## config.mk

```make
export PLATFORM = sky130hd
export DESIGN_NAME = regfile_sb
export DESIGN_NICKNAME = d
export VERILOG_FILES = /design/src/rtl/regfile_sb.sv
export SDC_FILE = /design/constraint.sdc
export NUM_CORES = 1
export LEC_CHECK = 0
export CORE_MARGIN = 2
export CORE_UTILIZATION = 38
export DETAILED_ROUTE_END_ITERATION = 6
export HOLD_SLACK_MARGIN = 0.02
export PLACE_DENSITY = 0.63
export RECOVER_POWER = 50
export SYNTH_ARGS = -nofsm -noshare
export SYNTH_HDL_FRONTEND = slang
export SYNTH_SLANG_ARGS = --single-unit
```

## constraint.sdc

```tcl
create_clock -name clk -period 8.06 [get_ports clk]
set_input_delay 1.209 -clock clk [delete_from_list [all_inputs] [get_ports clk]]
set_output_delay 1.209 -clock clk [all_outputs]
set_load 0.03 [all_outputs]
```

## src/rtl/regfile_sb.sv

```systemverilog
// Two-read/one-write register file with a post-reset clear sweep, optional
// write-to-read bypass and a per-register pending (scoreboard) bit.
module regfile_sb #(
  parameter int DATA_W   = 32,
  parameter int ADDR_W   = 5,
  parameter int ZERO_REG = 1,
  parameter int BYPASS   = 1
) (
  input  logic              clk,
  input  logic              rst,
  input  logic [ADDR_W-1:0] rd_addr_1,
  input  logic [ADDR_W-1:0] rd_addr_2,
  output logic [DATA_W-1:0] rd_data_1,
  output logic [DATA_W-1:0] rd_data_2,
  output logic              rd_busy_1,
  output logic              rd_busy_2,
  input  logic              wr_en,
  input  logic [ADDR_W-1:0] wr_addr,
  input  logic [DATA_W-1:0] wr_data,
  input  logic              busy_set,
  input  logic [ADDR_W-1:0] busy_addr,
  output logic              ready
);

  localparam int DEPTH = 2 ** ADDR_W;

  typedef enum logic {CLEAR, RUN} state_t;

  state_t              state_q, state_d;
  logic [ADDR_W:0]     idx_q, idx_d;
  logic [DEPTH-1:0]    pending_q, pending_d;
  logic [DATA_W-1:0]   mem_q [DEPTH];

  logic                mem_we;
  logic [ADDR_W-1:0]   mem_waddr;
  logic [DATA_W-1:0]   mem_wdata;

  logic                run;
  logic                wr_valid;
  logic                busy_valid;
  logic                hit_1, hit_2;
  logic                zero_1, zero_2;

  assign run        = (state_q == RUN);
  assign wr_valid   = run && wr_en && !((ZERO_REG != 0) && (wr_addr == '0));
  assign busy_valid = run && busy_set && !((ZERO_REG != 0) && (busy_addr == '0));

  always_comb begin
    state_d   = state_q;
    idx_d     = idx_q;
    pending_d = pending_q;
    mem_we    = 1'b0;
    mem_waddr = wr_addr;
    mem_wdata = wr_data;
    case (state_q)
      CLEAR: begin
        mem_we    = 1'b1;
        mem_waddr = idx_q[ADDR_W-1:0];
        mem_wdata = '0;
        idx_d     = idx_q + {{ADDR_W{1'b0}}, 1'b1};
        if (idx_q[ADDR_W-1:0] == {ADDR_W{1'b1}}) begin
          state_d = RUN;
        end
      end
      RUN: begin
        mem_we = wr_valid;
        // Set is applied after clear so a newly issued producer stays pending.
        if (wr_valid) begin
          pending_d[wr_addr] = 1'b0;
        end
        if (busy_valid) begin
          pending_d[busy_addr] = 1'b1;
        end
      end
      default: state_d = CLEAR;
    endcase
  end

  always_ff @(posedge clk) begin
    if (rst) begin
      state_q   <= CLEAR;
      idx_q     <= '0;
      pending_q <= '0;
    end else begin
      state_q   <= state_d;
      idx_q     <= idx_d;
      pending_q <= pending_d;
    end
  end

  always_ff @(posedge clk) begin
    if (mem_we && !rst) begin
      mem_q[mem_waddr] <= mem_wdata;
    end
  end

  assign zero_1 = (ZERO_REG != 0) && (rd_addr_1 == '0);
  assign zero_2 = (ZERO_REG != 0) && (rd_addr_2 == '0);
  assign hit_1  = (BYPASS != 0) && wr_valid && (wr_addr == rd_addr_1);
  assign hit_2  = (BYPASS != 0) && wr_valid && (wr_addr == rd_addr_2);

  assign rd_data_1 = (!run || zero_1) ? '0 : (hit_1 ? wr_data : mem_q[rd_addr_1]);
  assign rd_data_2 = (!run || zero_2) ? '0 : (hit_2 ? wr_data : mem_q[rd_addr_2]);
  assign rd_busy_1 = run && pending_q[rd_addr_1] && !hit_1;
  assign rd_busy_2 = run && pending_q[rd_addr_2] && !hit_2;
  assign ready     = run;

endmodule
```

# After elaboration in Yosys (flattened, before gate mapping)
# Memory sizes are Yosys's and may differ from the RTL's.
# Index checks and enable logic that the tools add are counted.
# totals
n_memories	1
ff_bits	39
ram_bits	1024
# memory_table
memory	words	word_bits	rd	rd_clocked_by_memory_dff	wr	line_no	text
mem_q	32	32	2	0	1	32	logic [DATA_W-1:0] mem_q [DEPTH];
# classes
n_eq_ne	3
n_bitwise	4
n_addsub	1
n_lt_le_gt_ge	6
muxes	22
n_reduce_logical	25
# op_table
op	n
2-to-1 mux 32 bit	8
bitwise AND 32 bit	1
NOT 32 bit	1
bitwise OR 32 bit	1
< comparator 5 x 6 -> 1 bit, second input constant	4
logical NOT 5 bit	4
logical AND 1 bit	13
binary-select mux 1 bit (select 5 bit)	2
demux 1 bit (select 5 bit)	2
equality test 5 bit	2
greater-or-equal comparator 5 x 1 -> 1 bit, second input constant	2
2-to-1 mux 1 bit	8
adder 6 x 1 -> 6 bit, second input constant	1
logical NOT 1 bit	6
equality test 5 bit, second input constant	1
2-to-1 mux 5 bit	1
logical OR 1 bit	2
one-hot mux 1 bit (2 select lines)	1
NOT 1 bit	1

# Depth between registers and ports, before layout
# depth
word_depth	10
depth_mapped	10

# Least setup slack after synthesis
# No wires, ideal clock.
# synth_path
path_type	input to output
startpoint	input wr_addr[1]
endpoint	output rd_data_2[6]
required_time_ps	6851
cell_stages	7
arrival_time_ps	3226
path_slack_ps	3625
path_buffers	2
path_cell_list	clkbuf_1 xnor2_1 nand3_1 nor3_1 clkbuf_1 nor2_1 a31oi_1
# synth_via
elab_chain_cells	6
# synth_rtl
item	line_no	text
from (decl)	18	input logic [ADDR_W-1:0] wr_addr,
logical NOT 5 bit	45	assign wr_valid = run && wr_en && !((ZERO_REG != 0) && (wr_addr == '0));
logical NOT 1 bit	45	
logical AND 1 bit	45	
logical AND 1 bit (*)	100	assign hit_2 = (BYPASS != 0) && wr_valid && (wr_addr == rd_addr_2);
2-to-1 mux 32 bit (*) (2 in series)	103	assign rd_data_2 = (!run || zero_2) ? '0 : (hit_2 ? wr_data : mem_q[rd_addr_2]);
to (decl)	14	output logic [DATA_W-1:0] rd_data_2,
# Every way passes the cells marked *; elsewhere a longest branch is shown, timed or not.

# Final worst setup path
# layout_path
startpoint	register state_q, in the netlist ready
endpoint	memory mem_q[31][19], enable pin
# layout_via
elab_chain_cells	6
# layout_rtl
item	line_no	text
from (decl)	29	state_t state_q, state_d;
from (signal assigned)	85	state_q <= state_d;
logical AND 1 bit (2 in series)	45	
one-hot mux 1 bit (2 select lines)	55	case (state_q)
logical AND 1 bit	92	if (mem_we && !rst) begin
2-to-1 mux 1 bit	92	
2-to-1 mux 1 bit (implied by the code)	93	mem_q[mem_waddr] <= mem_wdata;
to (decl)	32	
# Several ways; a longest one is shown, not always the timed one.

==> key figures <==
Worst hold path
  – WHS Endpoint: pending_q[0]
  – Hold Path Class: reg2reg
  – Hold Path Depth: 1
  – Hold_sp: pending_q[0]

Placement
  – Hpwl dp: 93400 um
  – IO Port Bufs: between 100 and 150
  – GP Congestion: about 0.85
  – Placed Cells incl. Taps: 4697

Routing
  – Drt drc: 0
  – Initial drt markers: 4449
  – ANT nets after route: 0
  – WL/cell: between 30 and 40 um
  – Total Wirelength: 165000 um
  – Drt first pass iters: 6
  – Vias/cell: 6.41
  – Routed vias: 31400

Global routing
  – Total GRT Usage: 0.237
  – Initial antenna violation count: 3
  – GRT overflow: 0
  – First-pass GRT wire length: 231000 um
  – Vias in the first global route: 31300
  – Pin count of the biggest net entering global routing: between 60 and 70

Timing
  – Worst Max-Slew Pin Slew: about 2.4 ns
  – Final hold violation count: 0
  – Min Hold Slack: 0.488 ns
  – Post-layout min period: 7.15 ns
  – Unrepaired setup endpoints after global routing: no
  – Max-slew violation count: 291
  – # setup viols final: 0
  – Top achievable clock speed: ~140 MHz
  – Max_slew headroom: -0.598
  – Total negative slack: 0 ns
  – Final clock skew: 0.0292 ns
  – Post-route clock period utilization: 0.887

Power
  – Power density over the cells: 208 nW/um2
  – Power Total: approximately 12 mW
  – Maximum vdd ir drop: between 0.15 and 0.2 mV
  – P_leak: roughly 18 nW

Cells and area
  – Number of fill cells: about 12000
  – Register area: 31500 um2
  – Antenna fix cells: 0
  – Multi-input logic area: between 15000 and 20000 um2
  – Nets: approximately 3100
  – Area growth syn-to-layout: 13.7%
  – Non-filler cells, final: between 4000 and 5000
  – Final Util: 0.435
  – Layout cell share with drive strength beyond 1: 0.249

Synth
  – Cell count after synthesis: 2943
  – Post-synth ARST share: 0
  – Post-synth EDFFs: 1024
  – Syn. warnings: 0
  – Sequential-to-total area share from yosys stat: 0.616
  – Synth cell types: 68
  – Mapped Nets: 3001
  – Post-synthesis register bit count: about 1100
  – Post-synth top flop: edfxtp_1
  – Synth Cell Area: 51200 um2
  – Syn_area_per_cell: 17.4 um2

Clock tree
  – CTS Buf Count: approximately 110
  – Buffer depth of the longest clock path: 3
  – Hold-fix buffers, CTS: 0
  – Sink Count: 1062
  – Clock Latency Late Sink: a little over 0.7 ns
  – Post_cts resized: 0
  – CTS tree: built
  – Clk root buf: clkbuf_16
  – Setup bufs post-CTS: 0
  – Clk slew on worst S/H paths: 0.06 ns
  – H-Tree Depth: 3

Setup path
  – RR Endpoint: mem_q[31][19]
  – CP Class: reg2reg
  – Worst Setup Start Kind: flop
  – Crit. End Element: flop
  – Reg-to-reg startpoint: ready
  – Register-to-register setup slack: a little over 0.9 ns
  – Worst EP required: roughly 8.4 ns
  – Worst path arrival time: 7.47 ns
  – Slowest CP cell: clkbuf_1
  – Worst Reg2Reg Path Length in Cells: 6
  – Critical-path cell list: clkbuf_1 -> nand3_1 -> o21ai_0 -> nand2_1 -> nor2_1 -> buf_4
  – Slowest stage delay, CP: 1.81 ns
  – Worst-path fanout max: 41

Floorplan
  – Core outline area: approximately 130000 um2
  – Row count: 134
  – Top-level I/O count: 123
  – Die ar.: 138000 um2
  – Die W: 371 um
  – DIE HEIGHT: roughly 370 um
  – Starting Density: 0.383

Status
  – Status: complete, but fails checks
  – Failing checks: capacitance limit, slew limit

Flow run
  – MaxCap Viol Count: 11
[flip-flops by register name, indices dropped and copies added, names as in the netlist]
name	count
pending_q	32
mem_q	1024
idx_q	5
ready	1
[layout by cell type, fill, tap and decap left out, types with 8 or more instances in the layout]
cell,count
a2111oi_0,8
a211o_1,28
a211oi_1,50
a21oi_1,108
a221o_1,9
a221oi_1,59
a22oi_1,41
a31oi_1,16
and2_0,32
and2_1,24
and3_1,16
buf_12,10
buf_4,89
bufinv_16,14
clkbuf_1,26
clkbuf_16,116
clkdlybuf4s50_1,88
clkinv_1,26
clkinv_2,18
dfxtp_1,38
dlygate4sd3_1,24
edfxtp_1,1024
mux2_2,18
mux2i_1,290
mux4_2,432
nand2_1,109
nand2b_1,19
nand3_1,13
nor2_1,45
nor2_4,31
nor2b_1,28
nor3_1,17
o21ai_0,98
o21bai_1,11
o22ai_1,32
xnor2_1,11
[where the power goes]
part           leakage (nW)  total, mW  switching, mW  internal (mW)
Clock                  1.79       5.22           2.15           3.06
Sequential             9.31       6.01         0.0153           6.00
Combinational          7.21      0.894          0.530          0.365
[worst max-delay path, delay by kind of cell, from the launching register on]
family          cells  cell delay [ns]
simple gates        3             2.14
buf+inv             2             2.52
flops               1             1.80
compound gates      1             0.25
[cells by family (layout without fill, tap and decap cells)]
logic type	Yosys count	count (layout)	synth area share
AO/OA/AOI/OAI	506	506	0.0676
XOR/XNOR	13	13	0.00222
adder cells (fa/ha/maj)	2	2	0.000489
buffers and inverters	242	436	0.0264
flip-flops	1062	1062	0.616
multiplexers	740	740	0.251
AND/OR/NAND/NOR	378	378	0.0370
[synth_stat cells, types with 4 or more instances]
library cell | count | area [um2]
dfxtp_1 | 38 | 761
o31ai_1 | 8 | 60.1
a21oi_1 | 108 | 541
o21bai_1 | 11 | 82.6
mux2i_1 | 290 | 2900
a221oi_1 | 59 | 517
buf_4 | 34 | 255
edfxtp_1 | 1024 | 30700
a22oi_1 | 41 | 308
o22ai_1 | 32 | 200
a31oi_1 | 16 | 100
mux2_2 | 18 | 203
and3_1 | 16 | 100
buf_2 | 49 | 245
and2_1 | 56 | 350
a211oi_1 | 50 | 375
nand3_1 | 13 | 65.1
a221o_1 | 9 | 90.1
nor2b_1 | 33 | 206
nand2b_1 | 19 | 119
o211ai_1 | 4 | 30.0
or3_1 | 5 | 31.3
nand3b_1 | 4 | 30.0
buf_6 | 20 | 225
xnor2_1 | 11 | 96.3
o21ai_0 | 98 | 490
o32a_1 | 4 | 40.0
a211o_1 | 28 | 245
clkbuf_1 | 107 | 402
mux4_2 | 432 | 9730
buf_1 | 16 | 60.1
buf_8 | 8 | 120
or2_2 | 6 | 37.5
a2111oi_0 | 8 | 70.1
inv_1 | 6 | 22.5
nor3b_1 | 7 | 52.6
nor3_1 | 19 | 95.1
nor2_1 | 77 | 289
nand2_1 | 109 | 409
[stage by stage]
step	worst slack, ns	instance area (um2)
2_1_floorplan	3.63	51200
3_3_place_gp	1.62	54500
3_5_place_dp	1.57	54500
4_1_cts	1.63	58200
5_1_grt	0.774	58200
6_report	0.910	58200
[metal layers]
layer / GRT usage / up-vias / share of wire
met1: 0.324 / 16600 / 0.39
met5: 0 / - / 0
met3: 0.0560 / 336 / 0.11
met2: 0.373 / 1842 / 0.47
li1: - / 12600 / -
met4: 0.0794 / 0 / 0.035
[worst max path at each step]
stage,from,endpoint,slack (ns),depth (start not counted)
3_3_place_gp,wr_addr[3],rd_data_1[17],1.62,8
2_1_floorplan,wr_addr[1],rd_data_2[6],3.63,7
3_5_place_dp,wr_addr[3],rd_data_1[19],1.57,8
5_1_grt,ready,mem_q[31][27],0.77,6
4_1_cts,wr_addr[3],rd_data_1[19],1.63,8
6_report,ready,mem_q[31][19],0.91,6
[area by class of cell]
class	count	area share
sequential	1062	0.542
multi-input combinational	1639	0.321
clock buffer	140	0.0514
tap	1768	0.0380
timing repair buffer	221	0.0358
clock inverter	68	0.0119
inverter	7	0.000495
Power figures use the tool's default switching activity.
